File: config.mk
export PLATFORM = sky130hd
export DESIGN_NAME = muldiv_seq
export DESIGN_NICKNAME = d
export VERILOG_FILES = /design/src/rtl/muldiv_seq.sv
export SDC_FILE = /design/constraint.sdc
export NUM_CORES = 1
export LEC_CHECK = 0
export ABC_AREA = 1
export ABC_CLOCK_PERIOD_IN_PS = 5950
export CAP_MARGIN = 20
export CORE_MARGIN = 2
export CORE_UTILIZATION = 45
export CTS_BUF_LIST = sky130_fd_sc_hd__clkbuf_8
export DETAILED_ROUTE_END_ITERATION = 12
export GPL_ROUTABILITY_DRIVEN = 0
export SYNTH_ARGS = -nofsm -noshare
export SYNTH_HDL_FRONTEND = slang
export SYNTH_SLANG_ARGS = --single-unit
File: constraint.sdc
create_clock -name clk -period 5.95 [get_ports clk]
set_clock_uncertainty 0.1 [all_clocks]
set_input_delay 1.19 -clock clk [delete_from_list [all_inputs] [get_ports clk]]
set_output_delay 1.19 -clock clk [all_outputs]
set_load 0.02 [all_outputs]
File: src/rtl/muldiv_seq.sv
// muldiv_seq: iterative MULT/MULTU/DIV/DIVU sequencer that owns HI/LO and stalls execute while busy.
// Optional `MULDIV_EARLY_OUT_EN: multiply leaves CALC once the remaining multiplier bits are zero.
module muldiv_seq #(
   parameter int DATA_W = 32,
   parameter int CNT_W  = 6
) (
   input  logic              clk,
   input  logic              rst_n,
   input  logic              start_i,
   input  logic [5:0]        funct_i,
   input  logic [DATA_W-1:0] rs_data_i,
   input  logic [DATA_W-1:0] rt_data_i,
   input  logic              flush_i,
   output logic              stall_o,
   output logic              busy_o,
   output logic [DATA_W-1:0] rd_data_o,
   output logic [DATA_W-1:0] hi_o,
   output logic [DATA_W-1:0] lo_o
);

   localparam logic [5:0] F_MFHI  = 6'h10;
   localparam logic [5:0] F_MTHI  = 6'h11;
   localparam logic [5:0] F_MFLO  = 6'h12;
   localparam logic [5:0] F_MTLO  = 6'h13;
   localparam logic [5:0] F_MULT  = 6'h18;
   localparam logic [5:0] F_MULTU = 6'h19;
   localparam logic [5:0] F_DIV   = 6'h1A;
   localparam logic [5:0] F_DIVU  = 6'h1B;

`ifdef MULDIV_EARLY_OUT_EN
   localparam logic EARLY_OUT = 1'b1;
`else
   localparam logic EARLY_OUT = 1'b0;
`endif

   typedef enum logic [1:0] {
      S_IDLE,
      S_CALC,
      S_FIX
   } state_t;

   state_t              r_state;
   state_t              w_state_next;
   logic [CNT_W-1:0]    r_cnt;
   logic [CNT_W-1:0]    w_cnt_next;
   logic [2*DATA_W-1:0] r_acc;
   logic [2*DATA_W-1:0] w_acc_next;
   logic [2*DATA_W-1:0] r_mcand;
   logic [2*DATA_W-1:0] w_mcand_next;
   logic [DATA_W-1:0]   r_mplier;
   logic [DATA_W-1:0]   w_mplier_next;
   logic [DATA_W-1:0]   r_hi;
   logic [DATA_W-1:0]   w_hi_next;
   logic [DATA_W-1:0]   r_lo;
   logic [DATA_W-1:0]   w_lo_next;
   logic                r_is_div;
   logic                w_is_div_next;
   logic                r_neg_a;
   logic                w_neg_a_next;
   logic                r_neg_b;
   logic                w_neg_b_next;

   // Decode of the requesting instruction
   logic              w_is_mul;
   logic              w_is_div;
   logic              w_is_md;
   logic              w_is_hilo;
   logic              w_signed;
   logic              w_rs_neg;
   logic              w_rt_neg;
   logic [DATA_W-1:0] w_rs_mag;
   logic [DATA_W-1:0] w_rt_mag;
   logic              w_idle;
   logic              w_accept;
   logic              w_write_en;

   assign w_is_mul   = (funct_i == F_MULT) || (funct_i == F_MULTU);
   assign w_is_div   = (funct_i == F_DIV)  || (funct_i == F_DIVU);
   assign w_is_md    = w_is_mul || w_is_div;
   assign w_is_hilo  = w_is_md || (funct_i == F_MFHI) || (funct_i == F_MTHI)
                       || (funct_i == F_MFLO) || (funct_i == F_MTLO);
   assign w_signed   = ~funct_i[0];
   assign w_rs_neg   = w_signed & rs_data_i[DATA_W-1];
   assign w_rt_neg   = w_signed & rt_data_i[DATA_W-1];
   assign w_rs_mag   = w_rs_neg ? -rs_data_i : rs_data_i;
   assign w_rt_mag   = w_rt_neg ? -rt_data_i : rt_data_i;
   assign w_idle     = (r_state == S_IDLE);
   assign w_write_en = w_idle & start_i & ~flush_i;
   assign w_accept   = w_write_en & w_is_md;

   // Restoring divide keeps {remainder, dividend/quotient} in r_acc; divisor sits in r_mcand low half
   logic [DATA_W:0]     w_div_shift;
   logic [DATA_W:0]     w_div_diff;
   logic                w_div_fits;
   logic [2*DATA_W-1:0] w_div_acc;

   assign w_div_shift = r_acc[2*DATA_W-1:DATA_W-1];
   assign w_div_diff  = w_div_shift - {1'b0, r_mcand[DATA_W-1:0]};
   assign w_div_fits  = ~w_div_diff[DATA_W];
   assign w_div_acc   = {(w_div_fits ? w_div_diff[DATA_W-1:0] : w_div_shift[DATA_W-1:0]),
                         r_acc[DATA_W-2:0], w_div_fits};

   logic [2*DATA_W-1:0] w_mul_acc;
   logic [DATA_W-1:0]   w_mplier_shr;

   assign w_mul_acc    = r_mplier[0] ? (r_acc + r_mcand) : r_acc;
   assign w_mplier_shr = r_mplier >> 1;

   logic [2*DATA_W-1:0] w_prod_fix;
   logic [DATA_W-1:0]   w_quo_fix;
   logic [DATA_W-1:0]   w_rem_fix;

   assign w_prod_fix = r_neg_a ? -r_acc : r_acc;
   assign w_quo_fix  = r_neg_a ? -r_acc[DATA_W-1:0] : r_acc[DATA_W-1:0];
   assign w_rem_fix  = r_neg_b ? -r_acc[2*DATA_W-1:DATA_W] : r_acc[2*DATA_W-1:DATA_W];

   always_ff @(posedge clk or negedge rst_n) begin
      if (!rst_n) begin
         r_state <= S_IDLE;
      end else begin
         r_state <= w_state_next;
      end
   end

   always_comb begin
      w_state_next  = r_state;
      w_cnt_next    = r_cnt;
      w_acc_next    = r_acc;
      w_mcand_next  = r_mcand;
      w_mplier_next = r_mplier;
      w_hi_next     = r_hi;
      w_lo_next     = r_lo;
      w_is_div_next = r_is_div;
      w_neg_a_next  = r_neg_a;
      w_neg_b_next  = r_neg_b;
      case (r_state)
         S_IDLE: begin
            if (w_accept) begin
               w_is_div_next = w_is_div;
               if (w_is_div && (rt_data_i == '0)) begin
                  // Divide by zero: result is staged directly, FIX just writes it out unsigned
                  w_acc_next   = {rs_data_i, {DATA_W{1'b1}}};
                  w_neg_a_next = 1'b0;
                  w_neg_b_next = 1'b0;
                  w_state_next = S_FIX;
               end else begin
                  w_cnt_next    = CNT_W'(DATA_W - 1);
                  w_acc_next    = w_is_div ? {{DATA_W{1'b0}}, w_rs_mag} : '0;
                  w_mcand_next  = {{DATA_W{1'b0}}, (w_is_div ? w_rt_mag : w_rs_mag)};
                  w_mplier_next = w_rt_mag;
                  w_neg_a_next  = w_rs_neg ^ w_rt_neg;
                  w_neg_b_next  = w_rs_neg;
                  w_state_next  = S_CALC;
               end
            end else if (w_write_en && (funct_i == F_MTHI)) begin
               w_hi_next = rs_data_i;
            end else if (w_write_en && (funct_i == F_MTLO)) begin
               w_lo_next = rs_data_i;
            end
         end
         S_CALC: begin
            w_cnt_next = r_cnt - CNT_W'(1);
            if (r_is_div) begin
               w_acc_next = w_div_acc;
            end else begin
               w_acc_next    = w_mul_acc;
               w_mcand_next  = r_mcand << 1;
               w_mplier_next = w_mplier_shr;
            end
            if ((r_cnt == '0) || (EARLY_OUT && !r_is_div && (w_mplier_shr == '0))) begin
               w_state_next = S_FIX;
            end
         end
         S_FIX: begin
            if (r_is_div) begin
               w_hi_next = w_rem_fix;
               w_lo_next = w_quo_fix;
            end else begin
               w_hi_next = w_prod_fix[2*DATA_W-1:DATA_W];
               w_lo_next = w_prod_fix[DATA_W-1:0];
            end
            w_state_next = S_IDLE;
         end
         default: begin
            w_state_next = S_IDLE;
         end
      endcase
      // Flush abandons work but never cancels the HI/LO write of the FIX-exit edge
      if (flush_i) begin
         w_state_next = S_IDLE;
      end
   end

   always_ff @(posedge clk or negedge rst_n) begin
      if (!rst_n) begin
         r_cnt    <= '0;
         r_acc    <= '0;
         r_mcand  <= '0;
         r_mplier <= '0;
         r_hi     <= '0;
         r_lo     <= '0;
         r_is_div <= 1'b0;
         r_neg_a  <= 1'b0;
         r_neg_b  <= 1'b0;
      end else begin
         r_cnt    <= w_cnt_next;
         r_acc    <= w_acc_next;
         r_mcand  <= w_mcand_next;
         r_mplier <= w_mplier_next;
         r_hi     <= w_hi_next;
         r_lo     <= w_lo_next;
         r_is_div <= w_is_div_next;
         r_neg_a  <= w_neg_a_next;
         r_neg_b  <= w_neg_b_next;
      end
   end

   assign busy_o    = ~w_idle;
   assign stall_o   = busy_o & start_i & w_is_hilo;
   assign rd_data_o = (funct_i == F_MFHI) ? r_hi : r_lo;
   assign hi_o      = r_hi;
   assign lo_o      = r_lo;

endmodule

==> results by group <==
Yosys
  – Post-synthesis sequential element count: 235
  – Post-Syn Instances: 4565
  – Warnings from Yosys: 0
  – Per-instance average area after synthesis: 5.660 µm²
  – Async SR Flop Fraction: 100.0%
  – Sequential share of the synthesized area: 22.76%
  – Synth cell types: 47
  – Main flop type after synthesis: sky130_fd_sc_hd__dfrtp_1
  – Number of synthesized flops with an enable pin: 0
  – Number of nets produced by synthesis: 4742
  – Post-synth design cell area: 0.02584 mm²

Placed design
  – Count of input and output buffers: 171
  – Number of placed instances with taps included: 5380
  – Cell Area, Placed: 0.02816 mm²
  – HPWL after detailed placement: 97020 µm

Floorplan
  – Top-level I/O count: 172
  – Horizontal die dimension: 243.6 µm
  – Std cell rows: 87
  – Area of the placeable core: 0.05660 mm²
  – DIE AREA: 0.05935 mm²
  – Initial Util: 45.65%
  – Vert. Die Dim: 243.6 µm

Run status
  – Outcome: finished clean

Setup path
  – Data arrival at the endpoint of the critical path: 3.36 ns
  – Worst EP required: 4.66 ns
  – CP endpoint kind: output port
  – Worst Path Max Fanout: 41
  – Reg2reg setup slack: 1.64 ns
  – Crit Path Category: in -> out
  – Startpoint Class: primary input

STA
  – Highest clock frequency the design can meet: 215.1 MHz
  – Period utilization: 78.15%
  – Setup violators final: 0
  – RSZ-0062 raised after global routing: no
  – Max Transition Viols Final: 0
  – Final min period: 4.650 ns
  – Worst-Margin Slew: 1.110 ns
  – Total Negative Setup Slacks: 0 ns
  – Fin. Hold Viols: 0
  – Worst slew margin relative to its limit: 25.91%

Final layout
  – Share of layout cells above drive strength 1: 4.334%
  – Final nets: 4849
  – Number of standard cells in the final layout excluding fillers: 5465
  – Commonest cells after routing, fill and taps aside: 1677 x sky130_fd_sc_hd__nand2_1, 719 x sky130_fd_sc_hd__inv_1, 468 x sky130_fd_sc_hd__nor2_1
  – Area of all placed cells without fillers: 0.02915 mm²
  – Most common cell after layout, fill and taps aside: sky130_fd_sc_hd__nand2_1
  – Synthesis-to-finish area growth: 12.83%

Power and ir drop
  – Maximum ir drop on the vdd rail: 0.2093 mV
  – Total power divided by cell area: 313.0 mW/mm²
  – Leakage power total: 15.90 nW

Route
  – Number of detailed-routing iterations run before antenna repair: 8
  – Remaining design rule violation count: 0
  – Average wire length per cell after detail routing: 22.03 µm
  – Detail-routed via count per cell: 5.604
  – Detail Route Antenna Nets: 0
  – Detailed-route via count: 30620
  – DRT iter0 DRCs: 3637
  – Overall routed net length: 120400 µm

Clock network
  – CTS tree: done
  – Setup fix buffers added after clock tree synthesis: 0
  – Clk Latency, worst-skew pair: 0.66 ns
  – Number of buffers created by CTS: 46
  – Count of hold-fix buffers inserted at cts: 0
  – Post-cts gate resize count: 0
  – Level count of the clock H-tree: 2
  – # clock sinks: 235
  – Cell at the root of the clock tree: sky130_fd_sc_hd__clkbuf_8
  – Bufs on Longest Clock Path: 3
  – Clock-pin transition on the worst setup and hold timing paths: 0.05 ns

Global route
  – Most Crowded Layer GR: met2
  – Global-route wire length before repair: 178000 µm
  – M2 GR Usage: 57.73%
  – Total gr overflow: 0
  – Largest net degree at the start of global routing: 112
  – Initial antenna violation count: 2
  – GR Layer Usage met3: 8.934%
  – Met1 capacity usage during global routing: 55.78%
  – Number of global-route vias before repair: 28240
  – Total track usage: 40.02%

Run
  – MaxCap Viol Count: 0

Min path
  – Worst min-delay path category: reg -> reg
kinds of logic after synthesis:
group / synth area share (%)
simple gates: 42.39
buf+inv: 13.02
compound gates: 12.40
flops: 22.76
fa+ha+maj: 5.046
xor+xnor: 3.390
mux: 1.002
routing by layer:
layer,vias to the layer above,part of all wire [%]
li1,14580,-
met1,13990,41
met2,1737,40
met3,312,13
met4,2,5.9
met5,-,0.0083
Yosys cell counts (6+ instances only):
cell type                     n  area, µm²
sky130_fd_sc_hd__a22oi_1     16      120.1
sky130_fd_sc_hd__xnor2_1     11      96.34
sky130_fd_sc_hd__nand3b_1    28      210.2
sky130_fd_sc_hd__a21oi_2      8      70.07
sky130_fd_sc_hd__nand3_1    373       1867
sky130_fd_sc_hd__o211ai_2    10      125.1
sky130_fd_sc_hd__o211ai_1    42      315.3
sky130_fd_sc_hd__ha_1       101       1264
sky130_fd_sc_hd__inv_2        6      22.52
sky130_fd_sc_hd__dfrtp_1    235       5881
sky130_fd_sc_hd__mux2_2      23      259.0
sky130_fd_sc_hd__nor2_2       8      50.05
sky130_fd_sc_hd__o22ai_1      6      37.54
sky130_fd_sc_hd__a21oi_1    208       1041
sky130_fd_sc_hd__nand4_1     49      306.5
sky130_fd_sc_hd__buf_6        6      67.56
sky130_fd_sc_hd__inv_1      705       2646
sky130_fd_sc_hd__o21ai_1     17      85.08
sky130_fd_sc_hd__nor3_1      41      205.2
sky130_fd_sc_hd__buf_4        9      67.56
sky130_fd_sc_hd__o21ai_0    194      970.9
sky130_fd_sc_hd__or2_2        9      56.30
sky130_fd_sc_hd__xor2_1      89      779.5
sky130_fd_sc_hd__clkbuf_1    80      300.3
sky130_fd_sc_hd__o21ai_2     17      148.9
sky130_fd_sc_hd__a31oi_1     40      250.2
sky130_fd_sc_hd__nor2_1     470       1764
sky130_fd_sc_hd__buf_2       33      165.2
sky130_fd_sc_hd__nand2_1   1677       6295
sky130_fd_sc_hd__buf_1       21      78.83
worst paths after layout:
| check | start | end | cells past startpoint |
|---|---|---|---|
| min reg2reg | r_mplier[10]$_DFFE_PN0P_ | r_mplier[10]$_DFFE_PN0P_ | 2 |
| max | funct_i[0] | rd_data_o[23] | 6 |
| min in group asynchronous | rst_n | r_neg_a$_DFFE_PN0P_ | 1 |
| min | r_mplier[10]$_DFFE_PN0P_ | r_mplier[10]$_DFFE_PN0P_ | 2 |
| max in group asynchronous | rst_n | r_mcand[37]$_DFFE_PN0P_ | 2 |
| max reg2reg | r_acc[31]$_DFFE_PN0P_ | r_acc[50]$_DFFE_PN0P_ | 19 |
where the power goes:
part	internal, mW	switching, mW	total [mW]
sequential	1.97	0.523	2.49
combinational	1.57	3.26	4.83
clock	0.990	0.811	1.80
total	4.53	4.59	9.13
state kept, by name, indices dropped and copies added (netlist names):
register	cells
r_neg_b	1
r_cnt	6
r_acc	64
r_mcand	64
r_is_div	1
hi_o	32
r_neg_a	1
r_state	2
lo_o	32
r_mplier	32
critical path: stages:
cell and delay [ns]:
sky130_fd_sc_hd__clkdlybuf4s50_1 0.56, sky130_fd_sc_hd__inv_1 0.13, sky130_fd_sc_hd__nand4_1 0.11, sky130_fd_sc_hd__buf_4 0.39
sky130_fd_sc_hd__mux2_2 0.40, sky130_fd_sc_hd__clkdlybuf4s50_1 0.54
per-stage QoR:
step                power (mW)  setup WS [ns]  utilization, %  hold slack, ns
finish                   9.125          1.300           51.51          0.3833
global route             9.653          1.090           51.50          0.3988
floorplan                5.244          2.303               -          0.3437
CTS                      8.980          1.305           51.50          0.3789
detailed placement       7.174          1.252           49.74          0.3648
global placement         7.165          1.305           49.74          0.3594
cell type report:
cell class | count | area [µm²]
well taps | 756 | 945.9
inverters | 715 | 2689
repair buffers | 208 | 2007
clock inverters | 23 | 167.7
flip-flops and latches | 235 | 5884
diodes | 2 | 5.005
fillers | 6192 | 27450
clock buffers | 60 | 825.8
multi-input cells | 3466 | 16630
No activity file was read; power rests on OpenSTA's default activity.
